$ cat src/rtl/ltc2174_train_pkg.sv
// Shared types and constants for the LTC2174 link-training sequencer.
package ltc2174_train_pkg;

  typedef enum logic [3:0] {
    StIdle,
    StCfgTp,
    StWaitTp,
    StBitslip,
    StWaitBs,
    StCheck,
    StCfgAlt,
    StWaitAlt,
    StCheckAlt,
    StCfgNorm,
    StWaitNorm,
    StDone,
    StFail
  } train_state_e;

  localparam logic [2:0] FC_NONE    = 3'd0;
  localparam logic [2:0] FC_CFG_TO  = 3'd1;
  localparam logic [2:0] FC_RDBK    = 3'd2;
  localparam logic [2:0] FC_BITSLIP = 3'd3;
  localparam logic [2:0] FC_PATTERN = 3'd4;

  localparam logic [13:0] DefTestPattern = 14'h2A5C;

  // The deserializer presents the 14-bit sample left-justified in a 16-bit word.
  function automatic logic [15:0] pattern_word(input logic [13:0] tp);
    return {tp, 2'b00};
  endfunction

endpackage

$ cat src/rtl/train_word_checker.sv
// Four-channel pattern comparator with a consecutive-match counter; pass once
// CHECK_LEN back-to-back matching cycles have been seen since the last clear.
module train_word_checker #(
  parameter int unsigned CHECK_LEN = 64
) (
  input  logic             clk_i,
  input  logic             reset_i,
  input  logic [3:0][15:0] words_i,
  input  logic [15:0]      exp_i,
  input  logic             clr_i,
  output logic             pass_o
);

  localparam int unsigned CntW = $clog2(CHECK_LEN + 1);

  logic [CntW-1:0] cnt_q, cnt_d;
  logic            all_match;

  always_comb begin
    all_match = 1'b1;
    for (int i = 0; i < 4; i++) begin
      if (words_i[i] != exp_i) all_match = 1'b0;
    end
  end

  always_comb begin
    cnt_d = cnt_q;
    if (clr_i || !all_match) begin
      cnt_d = '0;
    end else if (cnt_q != CntW'(CHECK_LEN)) begin
      cnt_d = cnt_q + 1'b1;
    end
  end

  always_ff @(posedge clk_i) begin
    if (reset_i) cnt_q <= '0;
    else         cnt_q <= cnt_d;
  end

  assign pass_o = (cnt_q == CntW'(CHECK_LEN));

endmodule

$ cat src/rtl/ltc2174_train_ctrl.sv
// Link-training sequencer for one LTC2174 bank: test pattern via SPI, bitslip, pattern
// check with retries, then back to normal output. Define TRAIN_ALTPAT_EN for a second
// check against the inverted pattern.
module ltc2174_train_ctrl
  import ltc2174_train_pkg::*;
#(
  parameter logic [13:0] TEST_PATTERN = DefTestPattern,
  parameter int unsigned CHECK_LEN    = 64,
  parameter int unsigned MAX_RETRY    = 3,
  parameter int unsigned TIMEOUT_W    = 16
) (
  input  logic        clk_i,
  input  logic        reset_i,
  input  logic        train_start_i,
  output logic        cfg_outtest_o,
  output logic [13:0] cfg_testpattern_o,
  output logic        cfg_start_o,
  input  logic        cfg_done_i,
  input  logic        cfg_outtest_rdbk_i,
  output logic        bs_start_o,
  input  logic        bs_cmp_i,
  input  logic        bs_err_i,
  input  logic [15:0] adc1_i,
  input  logic [15:0] adc2_i,
  input  logic [15:0] adc3_i,
  input  logic [15:0] adc4_i,
  output logic        busy_o,
  output logic        link_ok_o,
  output logic        fail_o,
  output logic [2:0]  fail_code_o,
  output logic [1:0]  retry_cnt_o
);

  train_state_e         state_q, state_d;
  logic [TIMEOUT_W-1:0] tmo_q, tmo_d;
  logic                 start_q;
  logic                 outtest_q, outtest_d;
  logic [13:0]          tp_q, tp_d;
  logic                 cfg_start_q, cfg_start_d;
  logic                 bs_start_q, bs_start_d;
  logic                 busy_q, busy_d;
  logic                 link_ok_q, link_ok_d;
  logic                 fail_q, fail_d;
  logic [2:0]           fail_code_q, fail_code_d;
  logic [1:0]           retry_q, retry_d;

  logic       start_edge, timeout, pass, chk_clr;
  logic       attempt_fail, go_fail;
  logic [2:0] fail_code_n;
  logic [15:0] exp_word;

  assign start_edge = train_start_i & ~start_q;
  assign timeout    = &tmo_q;
  assign chk_clr    = !(state_q == StCheck || state_q == StCheckAlt);

`ifdef TRAIN_ALTPAT_EN
  assign exp_word = (state_q == StCheckAlt) ? pattern_word(~TEST_PATTERN)
                                            : pattern_word(TEST_PATTERN);
`else
  assign exp_word = pattern_word(TEST_PATTERN);
`endif

  train_word_checker #(
    .CHECK_LEN (CHECK_LEN)
  ) u_checker (
    .clk_i   (clk_i),
    .reset_i (reset_i),
    .words_i ({adc4_i, adc3_i, adc2_i, adc1_i}),
    .exp_i   (exp_word),
    .clr_i   (chk_clr),
    .pass_o  (pass)
  );

  always_comb begin
    state_d      = state_q;
    outtest_d    = outtest_q;
    tp_d         = tp_q;
    cfg_start_d  = 1'b0;
    bs_start_d   = 1'b0;
    busy_d       = busy_q;
    link_ok_d    = link_ok_q;
    fail_d       = fail_q;
    fail_code_d  = fail_code_q;
    retry_d      = retry_q;
    attempt_fail = 1'b0;
    go_fail      = 1'b0;
    fail_code_n  = FC_NONE;

    unique case (state_q)
      StIdle: begin
        if (start_edge) begin
          link_ok_d   = 1'b0;
          fail_d      = 1'b0;
          fail_code_d = FC_NONE;
          retry_d     = '0;
          busy_d      = 1'b1;
          state_d     = StCfgTp;
        end
      end
      StCfgTp: begin
        outtest_d   = 1'b1;
        tp_d        = TEST_PATTERN;
        cfg_start_d = 1'b1;
        state_d     = StWaitTp;
      end
      StWaitTp: begin
        // cfg_done takes priority over a coincident timeout.
        if (cfg_done_i) begin
          if (cfg_outtest_rdbk_i) begin
            state_d = StBitslip;
          end else begin
            go_fail     = 1'b1;
            fail_code_n = FC_RDBK;
          end
        end else if (timeout) begin
          go_fail     = 1'b1;
          fail_code_n = FC_CFG_TO;
        end
      end
      StBitslip: begin
        bs_start_d = 1'b1;
        state_d    = StWaitBs;
      end
      StWaitBs: begin
        if (bs_cmp_i && !bs_err_i) begin
          state_d = StCheck;
        end else if (bs_err_i || timeout) begin
          attempt_fail = 1'b1;
          fail_code_n  = FC_BITSLIP;
        end
      end
      StCheck: begin
        if (pass) begin
`ifdef TRAIN_ALTPAT_EN
          state_d = StCfgAlt;
`else
          state_d = StCfgNorm;
`endif
        end else if (timeout) begin
          attempt_fail = 1'b1;
          fail_code_n  = FC_PATTERN;
        end
      end
`ifdef TRAIN_ALTPAT_EN
      StCfgAlt: begin
        tp_d        = ~TEST_PATTERN;
        cfg_start_d = 1'b1;
        state_d     = StWaitAlt;
      end
      StWaitAlt: begin
        if (cfg_done_i) begin
          if (cfg_outtest_rdbk_i) begin
            state_d = StCheckAlt;
          end else begin
            go_fail     = 1'b1;
            fail_code_n = FC_RDBK;
          end
        end else if (timeout) begin
          go_fail     = 1'b1;
          fail_code_n = FC_CFG_TO;
        end
      end
      StCheckAlt: begin
        if (pass) begin
          state_d = StCfgNorm;
        end else if (timeout) begin
          go_fail     = 1'b1;
          fail_code_n = FC_PATTERN;
        end
      end
`endif
      StCfgNorm: begin
        outtest_d   = 1'b0;
        cfg_start_d = 1'b1;
        state_d     = StWaitNorm;
      end
      StWaitNorm: begin
        if (cfg_done_i) begin
          if (!cfg_outtest_rdbk_i) begin
            link_ok_d = 1'b1;
            busy_d    = 1'b0;
            state_d   = StDone;
          end else begin
            go_fail     = 1'b1;
            fail_code_n = FC_RDBK;
          end
        end else if (timeout) begin
          go_fail     = 1'b1;
          fail_code_n = FC_CFG_TO;
        end
      end
      StDone, StFail: state_d = StIdle;
      default:        state_d = StIdle;
    endcase

    // Retry count saturates at the last attempt index.
    if (attempt_fail) begin
      if (retry_q < 2'(MAX_RETRY - 1)) begin
        retry_d = retry_q + 2'd1;
        state_d = StBitslip;
      end else begin
        go_fail = 1'b1;
      end
    end

    if (go_fail) begin
      state_d     = StFail;
      fail_d      = 1'b1;
      fail_code_d = fail_code_n;
      busy_d      = 1'b0;
      outtest_d   = 1'b0;
    end

    tmo_d = (state_d != state_q) ? '0 : tmo_q + 1'b1;
  end

  always_ff @(posedge clk_i) begin
    // Tracked through reset so a start held across reset is not seen as an edge.
    start_q <= train_start_i;
    if (reset_i) begin
      state_q     <= StIdle;
      tmo_q       <= '0;
      outtest_q   <= 1'b0;
      tp_q        <= '0;
      cfg_start_q <= 1'b0;
      bs_start_q  <= 1'b0;
      busy_q      <= 1'b0;
      link_ok_q   <= 1'b0;
      fail_q      <= 1'b0;
      fail_code_q <= FC_NONE;
      retry_q     <= '0;
    end else begin
      state_q     <= state_d;
      tmo_q       <= tmo_d;
      outtest_q   <= outtest_d;
      tp_q        <= tp_d;
      cfg_start_q <= cfg_start_d;
      bs_start_q  <= bs_start_d;
      busy_q      <= busy_d;
      link_ok_q   <= link_ok_d;
      fail_q      <= fail_d;
      fail_code_q <= fail_code_d;
      retry_q     <= retry_d;
    end
  end

  assign cfg_outtest_o     = outtest_q;
  assign cfg_testpattern_o = tp_q;
  assign cfg_start_o       = cfg_start_q;
  assign bs_start_o        = bs_start_q;
  assign busy_o            = busy_q;
  assign link_ok_o         = link_ok_q;
  assign fail_o            = fail_q;
  assign fail_code_o       = fail_code_q;
  assign retry_cnt_o       = retry_q;

endmodule

$ cat config.mk
export PLATFORM = sky130hd
export DESIGN_NAME = ltc2174_train_ctrl
export DESIGN_NICKNAME = d
export VERILOG_FILES = /design/src/rtl/ltc2174_train_pkg.sv /design/src/rtl/train_word_checker.sv /design/src/rtl/ltc2174_train_ctrl.sv
export SDC_FILE = /design/constraint.sdc
export NUM_CORES = 1
export LEC_CHECK = 0
export BUFFER_PORTS_ARGS = -buffer_cell sky130_fd_sc_hd__buf_4
export CORE_ASPECT_RATIO = 1.25
export CORE_MARGIN = 3
export CORE_UTILIZATION = 30
export CTS_CLUSTER_DIAMETER = 200
export DETAILED_ROUTE_END_ITERATION = 7
export GPL_ROUTABILITY_DRIVEN = 0
export PLACE_DENSITY = 0.5
export SLEW_MARGIN = 25
export SYNTH_ARGS = -nofsm -noshare
export SYNTH_HDL_FRONTEND = slang
export SYNTH_SLANG_ARGS = --single-unit
$ cat constraint.sdc
create_clock -name clk_i -period 3.31 [get_ports clk_i]
set_clock_uncertainty 0.05 [all_clocks]
set_input_delay 0.331 -clock clk_i [delete_from_list [all_inputs] [get_ports clk_i]]
set_output_delay 0.331 -clock clk_i [all_outputs]
set_load 0.01 [all_outputs]
# After elaboration in Yosys (flattened, before gate mapping)
# Cells that the tools add are included.
[totals]
regBits = 40
[op_classes]
bitwise_logic = 2
eq_ne = 18
n_reduce_logical = 19
n_addsub = 3
mux = 57
magnitude_cmp = 1
[op_table]
columns = ["cell", "count"]
rows = [
  ["16-bit inequality test, second input constant", 4],
  ["4-bit 2-to-1 mux", 10],
  ["4-bit case mux with 8 select lines", 1],
  ["1-bit 2-to-1 mux", 25],
  ["3-bit 2-to-1 mux", 7],
  ["16-bit by 1-bit adder with 16-bit output, second input constant", 1],
  ["2-bit 2-to-1 mux", 8],
  ["16-bit AND reduction", 1],
  ["4-bit equality test, second input constant", 3],
  ["3-bit case mux with 4 select lines", 1],
  ["1-bit case mux with 2 select lines", 5],
  ["4-bit by 2-bit equality test with 1-bit output, second input constant", 2],
  ["4-bit by 3-bit equality test with 1-bit output, second input constant", 2],
  ["2-bit nonzero test", 4],
  ["2-bit OR reduction", 4],
  ["7-bit by 1-bit adder with 7-bit output, second input constant", 1],
  ["7-bit equality test, second input constant", 1],
  ["7-bit inequality test, second input constant", 1],
  ["2-bit inequality test, second input constant", 3],
  ["4-bit by 1-bit equality test with 1-bit output, second input constant", 1],
  ["4-bit zero test", 1],
  ["4-bit inequality test", 1],
  ["4-bit AND reduction", 1],
  ["1-bit zero test", 3],
  ["other kinds (7)", 9],
]

# Longest topological paths before layout
# Gate-level depths: netlist of run 1.
[depth]
depth_word = 9
ltp_mapped = 9
ltp_nobuf = 8

# Cells and area by module
# A second synthesis of run 1 with hierarchy kept.
[hier_totals]
cells_unflattened = 327
hier_area_um2 = 2641.3
[modules_own_cells]
columns = ["module", "area_per_inst_um2", "n_inst", "cells_each"]
rows = [
  ["ltc2174_train_ctrl", 1647.8, 1, 200],
  ["train_word_checker", 993.5, 1, 127],
]

# Worst setup path after synthesis of run 1
# No wires, ideal clock.
[synth_timing]
path_type = "register to register"
startpoint = "register tmo_q[0]"
endpoint = "register tmo_q[0]"
stages_incl_launch_ff = 10
path_buffers = 2
period_less_slack_ns = 2.712
arrival_ns = 2.542
setup_slack_ns = 0.598
setup_ns = 0.120
cell_sequence = "dfxtp_1 ha_1 nand2_1 or4_1 buf_4 o31ai_4 mux2i_1 mux2i_4 buf_4 nor4_2"
[synth_between]
elab_chain_len = 9
word_cells_on_any_way = 17
classes_between = "add/sub: 1; eq/ne: 1; mux: 12; reduce/logical: 3"
[synth_lines]
columns = ["item", "line_no", "source"]
rows = [
  ["from (decl)", "ltc2174_train_ctrl.sv:35", "logic [TIMEOUT_W-1:0] tmo_q, tmo_d;"],
  ["from (signal assigned)", "ltc2174_train_ctrl.sv:234", "tmo_q <= tmo_d;"],
  ["16-bit AND reduction", "ltc2174_train_ctrl.sv:53", "assign timeout = &tmo_q;"],
  ["1-bit 2-to-1 mux / 1-bit logical OR (equally long branches)", "-", ""],
  ["1-bit 2-to-1 mux, on equally long branches", "ltc2174_train_ctrl.sv:178, ltc2174_train_ctrl.sv:108, ltc2174_train_ctrl.sv:127", ""],
  ["1-bit case mux with 2 select lines / 1-bit 2-to-1 mux (equally long branches)", "ltc2174_train_ctrl.sv:89, ltc2174_train_ctrl.sv:125", ""],
  ["1-bit 2-to-1 mux / 1-bit case mux with 2 select lines (equally long branches)", "ltc2174_train_ctrl.sv:198, ltc2174_train_ctrl.sv:89", ""],
  ["1-bit 2-to-1 mux / 4-bit 2-to-1 mux (equally long branches)", "ltc2174_train_ctrl.sv:197", "if (attempt_fail) begin"],
  ["4-bit 2-to-1 mux", "ltc2174_train_ctrl.sv:206", "if (go_fail) begin"],
  ["4-bit inequality test", "ltc2174_train_ctrl.sv:214", "tmo_d = (state_d != state_q) ? '0 : tmo_q + 1'b1;"],
  ["2-bit OR reduction (no source line)", "-", ""],
]
# Parallel ways exist; a longest one is shown, timed or not.
# A chain may end at the register's enable or synchronous reset.

# Worst setup path after layout of run 1
[layout_timing]
startpoint = "register tmo_q[0]"
endpoint = "register tmo_q[1]"
# The elaborated chain is that of the path after synthesis.

==> results.md, run 1 <==
- Status: finished clean
- Average cell area after synthesis: 8.78 µm²
- Hold Fails Final Rpt: 0
- Crit end category: register
- Synth warnings: 0
- Top cell type's share of synthesized area: 32.1%
- HP Class: in2reg
- Met3 WL: 470 µm
- Die height: 108 µm
- RSZ-0062 raised after global routing: false
- Critical path class: reg2reg
- Fmax: 347 MHz
- Antenna Cells: 0
- Slowest stage cell on the critical path: o31a_1
- CTS Root Cell: clkbuf_8
- Via density: 5.02
- Post-route clock period utilization: 87.1%
- Most numerous cell in the Yosys netlist: dfxtp_1
- Cell row count: 36
- Crit Path Max Fanout: 16
- Ports: 96
- Core Box Area: 7930 µm²
- Arrival @ worst endpoint: 2990 ps
- Met2 Routed Length: 3390 µm
- Total Nets Final: 442
- Power per standard cell area: 335 nW/µm²
- Top sig layer: met4
- Wl on met1: 2860 µm
- Wire per inst: 14.6 µm
- Slew HR: 57.0%
- Mapped Area: 2490 µm²
- Measured slew at the worst slew-check pin: 645 ps
- Initial DRC Count: 118
- Proportion of layout cells with a drive suffix above 1: 34.7%
- Initial antenna violation count: 0
- EDFF count, synth: 0
- Clk sink count: 40
- Vias in the first global route: 2259
- Top cells by area, synth: dfxtp_1, nor4_2, xnor2_1
- Ys async rst share: 0%
- Total Wirelength: 6780 µm
- Sequential-to-total area share from yosys stat: 32.1%
- Most used DFF post-synth: dfxtp_1
- Lkg Pwr: 1.25 nW
- CTS tree: done
- First-pass GRT wire length: 10900 µm
- Congestion Overflow GR: 0
- Clock-pin transition on the worst setup and hold timing paths: 80 ps
- Post-cts sizing count: 0
- Final setup vio count: 0
- DRC viols: 0
- Synth area leader: dfxtp_1
- Overall routing resource usage: 14.4%
- Clk_lat worst skew: 290 ps
- Post-CTS Setup Repair Bufs: 0
- RR Startpoint: tmo_q[0]$_SDFF_PP0_
- Layout area overhead: 31.9%
- Post-Synthesis Cells: 284
- Antenna Nets Post-Route: 0
- Hold Path Depth: 1
- Worst hold start: train_start_i
- CTS H-tree depth: 2
- Detail Placement HPWL: 5100 µm
- Worst ir drop on vdd: 0.160 mV
- Final Critical Period: 2880 ps
- Synth top cells by count: dfxtp_1, nor2_1, nand2_1
- Post-synthesis register bit count: 40
- TNS Setup: 0 ps
- Critical Path Source Type: register
- Synth cell types: 54
- Number of fill cells in the layout: 805
- Max-cap violations: 0
- CP Launch Point: tmo_q[0]$_SDFF_PP0_
- Die X-Extent: 87.5 µm
- Req. time, crit path: 3420 ps
- CTS max path bufs: 2
- Final core occ: 41.5%
- Pre-antenna DRT Iters: 4
- Largest net degree at the start of global routing: 31
- Final Max Slew Viols: 0
- Initial core utilization: 31.5%
- Port-buffer cells: 88
- Worst path max stage delay: 560 ps
- Crit path cell chain: ha_1, nand2_1, or4_1, buf_4, o41ai_4, o31a_1, or3b_2, nor4_2
- CTS Buf Count: 5
- R2R depth: 8
- Vias: 2331
- Hold_buf cts: 0
- Die area: 9450 µm²
[layout by cell type (no fill, tap or decap), types with 3 or more instances in the layout]
cell type / instances
inv_1: 7
xor2_1: 8
and3_1: 3
nand2_1: 18
nor4_1: 10
buf_4: 96
xnor2_1: 13
nor2_1: 24
nor3_1: 8
ha_1: 3
conb_1: 7
nand4_1: 5
a21oi_1: 14
nor4_2: 10
clkbuf_8: 5
nor4bb_1: 7
or4_1: 4
nand2b_1: 4
or3_1: 16
nand3b_1: 5
nand3_1: 16
o21ai_0: 4
dfxtp_1: 40
nor4b_1: 4
[worst paths after layout]
check                                            to  slack, ps
worst min-delay path                start_q$_DFF_P_        100
worst min register to register  fail_o$_SDFFE_PP0P_        410
worst max register to register  tmo_q[1]$_SDFF_PP0_        430
worst max-delay path            tmo_q[1]$_SDFF_PP0_        430
[sequential cells by signal, indices dropped and copies added (netlist names), 2 cells and up]
| register | count |
|---|---|
| tmo_q | 16 |
| retry_cnt_o | 2 |
| fail_code_o | 3 |
| u_checker.cnt_q | 7 |
| state_q | 4 |
[power by group]
| part | internal [mW] | switching [mW] | leakage [nW] |
|---|---|---|---|
| Combinational | 0.124 | 0.132 | 0.883 |
| Clock | 0.147 | 0.183 | 0.0479 |
| Sequential | 0.495 | 0.0217 | 0.324 |
| Total | 0.766 | 0.337 | 1.25 |
[final cells by class]
| type | count | area, µm² | area share (%) |
|---|---|---|---|
| Multi-Input combinational cell | 218 | 1530 | 46.7 |
| Sequential cell | 40 | 801 | 24.4 |
| Timing Repair Buffer | 96 | 721 | 21.9 |
| Tap cell | 95 | 119 | 3.61 |
| Clock buffer | 5 | 68.8 | 2.09 |
| Inverter | 7 | 26.3 | 0.799 |
| Clock inverter | 3 | 18.8 | 0.571 |
[worst max-delay path, delay by kind of cell (launching register included)]
family / cells / cell delay, ps
compound gates: 2 / 980
fa+ha+maj: 1 / 220
buf+inv: 1 / 220
flops: 1 / 380
simple gates: 4 / 890
[routing by layer]
metal	up-vias	global-route usage, %
met4	0	4.06
met1	1080	17.0
met2	63	25.7
li1	1181	-
met5	-	0
met3	7	3.20
[metrics by stage]
stage / std cells / setup slack [ps] / power (mW) / hold WS, ps / area [µm²]
after global routing: 464 / 207 / 1.17 / 85.5 / 3290
after floorplan: 290 / 598 / 0.687 / 309 / 2520
after CTS: 464 / 309 / 1.12 / 88.7 / 3280
after detailed placement: 456 / 316 / 0.782 / 400 / 3190
final: 464 / 428 / 1.10 / 99.9 / 3290
after global placement: 456 / 430 / 0.781 / 398 / 3190
[cells by family (layout without fill, tap and decap cells)]
| logic type | count (synthesis) | in the layout | synth area share, % |
|---|---|---|---|
| and+or+nand+nor | 150 | 150 | 38.2 |
| DFF | 40 | 40 | 32.1 |
| AOI/OAI and AO/OA | 32 | 32 | 9.89 |
| buffers and inverters | 32 | 111 | 7.73 |
| xor gates and xnor gates | 23 | 23 | 8.68 |
| adders and majority gates | 3 | 3 | 1.51 |
| muxes | 3 | 3 | 1.71 |
| other | 1 | 7 | 0.150 |
Power figures use the tool's default switching activity.
==> inputs of run 2 (changes only) <==
--- a/config.mk
+++ b/config.mk
@@ -13,6 +13,7 @@
 export DETAILED_ROUTE_END_ITERATION = 7
 export GPL_ROUTABILITY_DRIVEN = 0
 export PLACE_DENSITY = 0.5
+export SETUP_SLACK_MARGIN = 0.5
 export SLEW_MARGIN = 25
 export SYNTH_ARGS = -nofsm -noshare
 export SYNTH_HDL_FRONTEND = slang
==> results.md, run 2 (synthesis gave the netlist of run 1 again) <==
- Die area: 9450 µm² (unchanged)
- Most frequent cells in the layout: buf_4, dfxtp_1, nor2_1
- Crit end category: register
- Max-cap violations: 0 (unchanged)
- Total Wirelength: 6940 µm (+2.4%)
- Final Cell Area: 3390 µm² (+3.2%)
- Pre-antenna DRT Iters: 4 (unchanged)
- Slowest stage cell on the critical path: or4_1
- Critical path class: reg2reg
- Critical Path Source Type: register
- CP Launch Point: tmo_q[0]$_SDFF_PP0_
- Power share of the clock group: 28.9% (-1.1 points)
- Hold Path Depth: 1 (unchanged)
- CTS H-tree depth: 2 (unchanged)
- Detail Placement HPWL: 5100 µm (unchanged)
- Ports: 96 (unchanged)
- Cell Count Post-Placement: 456 (unchanged)
- Final setup vio count: 0 (unchanged)
- R2R depth: 9 (+1)
- Worst ir drop on vdd: 0.160 mV (+0.44%)
- CTS Root Cell: clkbuf_8
- Comb power frac: 25.3% (+2.1 points)
- Layout area overhead: 36.1%
- Initial DRC Count: 154 (+31%)
- RSZ-0062 raised after global routing: false
- R2r endpoint: tmo_q[0]$_SDFF_PP0_
- Net Sw Power: 353 µW (+4.9%)
- Die X-Extent: 87.5 µm (unchanged)
- Initial antenna violation count: 0 (unchanged)
- Final core occ: 42.8% (+1.3 points)
- Clk_lat worst skew: 290 ps (about the same)
- Placed Area: 3190 µm² (unchanged)
- Crit path cell chain: ha_2, nand2_1, or4_4, buf_4, or4_1, a21oi_2, xor2_2, buf_8, nor4_2
- Vias in the first global route: 2276 (+0.75%)
- Antenna Nets Post-Route: 0 (unchanged)
- Vias: 2356 (+1.1%)
- Req. time, crit path: 3420 ps (about the same)
- Congestion Overflow GR: 0 (unchanged)
- HP Class: in2reg
- Crit path to: tmo_q[0]$_SDFF_PP0_
- Switching Share: 31.1% (+0.55 points)
- Die height: 108 µm (unchanged)
- Commonest non-fill, non-tap cell in the layout: buf_4
- Power per standard cell area: 335 nW/µm² (-0.17%)
- CTS tree: done
- Hold Fails Final Rpt: 0 (unchanged)
- Worst hold start: train_start_i
- Biggest regs: tmo_q (16), u_checker.cnt_q (7), state_q (4)
- Worst path max stage delay: 520 ps (-40 ps)
- Int Power: 783 µW (+2.2%)
- Post-route clock period utilization: 80.4% (-6.7 points)
- Crit Path Max Fanout: 16 (unchanged)
- Largest net degree at the start of global routing: 31 (unchanged)
- Core Box Area: 7930 µm² (unchanged)
- Clock-pin transition on the worst setup and hold timing paths: 80 ps (about the same)
- Arrival @ worst endpoint: 2770 ps (-220 ps)
- Initial core utilization: 31.5% (unchanged)
- Proportion of layout cells with a drive suffix above 1: 38.2% (+3.5 points)
- Wire per inst: 14.9 µm (+1.8%)
- Port-buffer cells: 88 (unchanged)
- First-pass GRT wire length: 11000 µm (+1.5%)
- Seq pwr share: 45.8% (-1.1 points)
- Via density: 5.04 (+0.42%)
- Final Critical Period: 2660 ps (-221 ps)
- DRC viols: 0 (unchanged)
- Number of fill cells in the layout: 792 (-1.6%)
- Fmax: 376 MHz (+8.3%)
- CTS max path bufs: 2 (unchanged)
- Lkg Pwr: 1.28 nW (+2.2%)
- Biggest register: tmo_q
- Cell row count: 36 (unchanged)
- Max reg flops: 16 (unchanged)
- Clk sink count: 40 (unchanged)
- TNS Setup: 0 ps (unchanged)
- R2R setup slack: 650 ps (+220 ps)
- Total Nets Final: 445 (+0.68%)
- Final Max Slew Viols: 0 (unchanged)
- Non-Filler Instances: 467 (+0.65%)
- Overall routing resource usage: 14.6% (+0.27 points)
- Antenna Cells: 0 (unchanged)
- Status: finished clean
- CTS Buf Count: 5 (unchanged)
- RR Startpoint: tmo_q[0]$_SDFF_PP0_
- Final Power: 1.14 mW (+3.1%)
run 2: metrics by stage:
step	setup WS, ps	hold slack (ps)
5_1_grt	501	85.5
3_5_place_dp	316	400
6_report	649	98.0
2_1_floorplan	598	309
3_3_place_gp	430	398
4_1_cts	513	88.7
run 2: critical path, delay by kind of cell, from the launching register on:
family | cells | cell delay [ps]
simple gates | 4 | 1150
buf+inv | 2 | 410
flops | 1 | 360
fa+ha+maj | 1 | 200
compound gates | 1 | 190
xor+xnor | 1 | 180
run 2: power groups by stage:
stage	Clock [mW]	Sequential, mW	Combinational, mW
after floorplan	0	0.519	0.167
after global placement	0	0.527	0.254
after detailed placement	0	0.528	0.254
after CTS	0.344	0.519	0.276
after global routing	0.367	0.524	0.312
final	0.329	0.520	0.287
run 2: worst min-delay path by stage:
stage                                   to  slack [ps]
finish                     start_q$_DFF_P_         100
global route               start_q$_DFF_P_          90
CTS                        start_q$_DFF_P_          90
detailed placement         start_q$_DFF_P_         400
global placement    link_ok_o$_SDFFE_PP0P_         400
floorplan                  start_q$_DFF_P_         310
run 2: final cells by class:
type,instances,area [µm²],share of cell area [%]
inverter,7,26.3,0.774
sequential,40,805,23.7
clock inverter,3,18.8,0.553
multi-input combinational,219,1610,47.4
clock buffer,5,68.8,2.03
tap,95,119,3.50
timing repair buffer,98,747,22.0
run 2: layer usage:
| metal | global-route usage, % | wire length [µm] | vias up |
|---|---|---|---|
| li1 | - | - | 1195 |
| met1 | 17.5 | 2920 | 1085 |
| met2 | 25.9 | 3450 | 67 |
| met3 | 3.20 | 482 | 9 |
| met4 | 4.39 | 95 | 0 |
| met5 | 0 | 0 | - |
run 2: what timing repair did:
| action | CTS | global route |
|---|---|---|
| setup buffers | 0 | 2 |
| pin swaps | 2 | 3 |
| hold buffers | 0 | 0 |
| cloned | 1 | 0 |
| gates resized for setup | 8 | 10 |
| endpoints found under the setup margin | 17 | 17 |
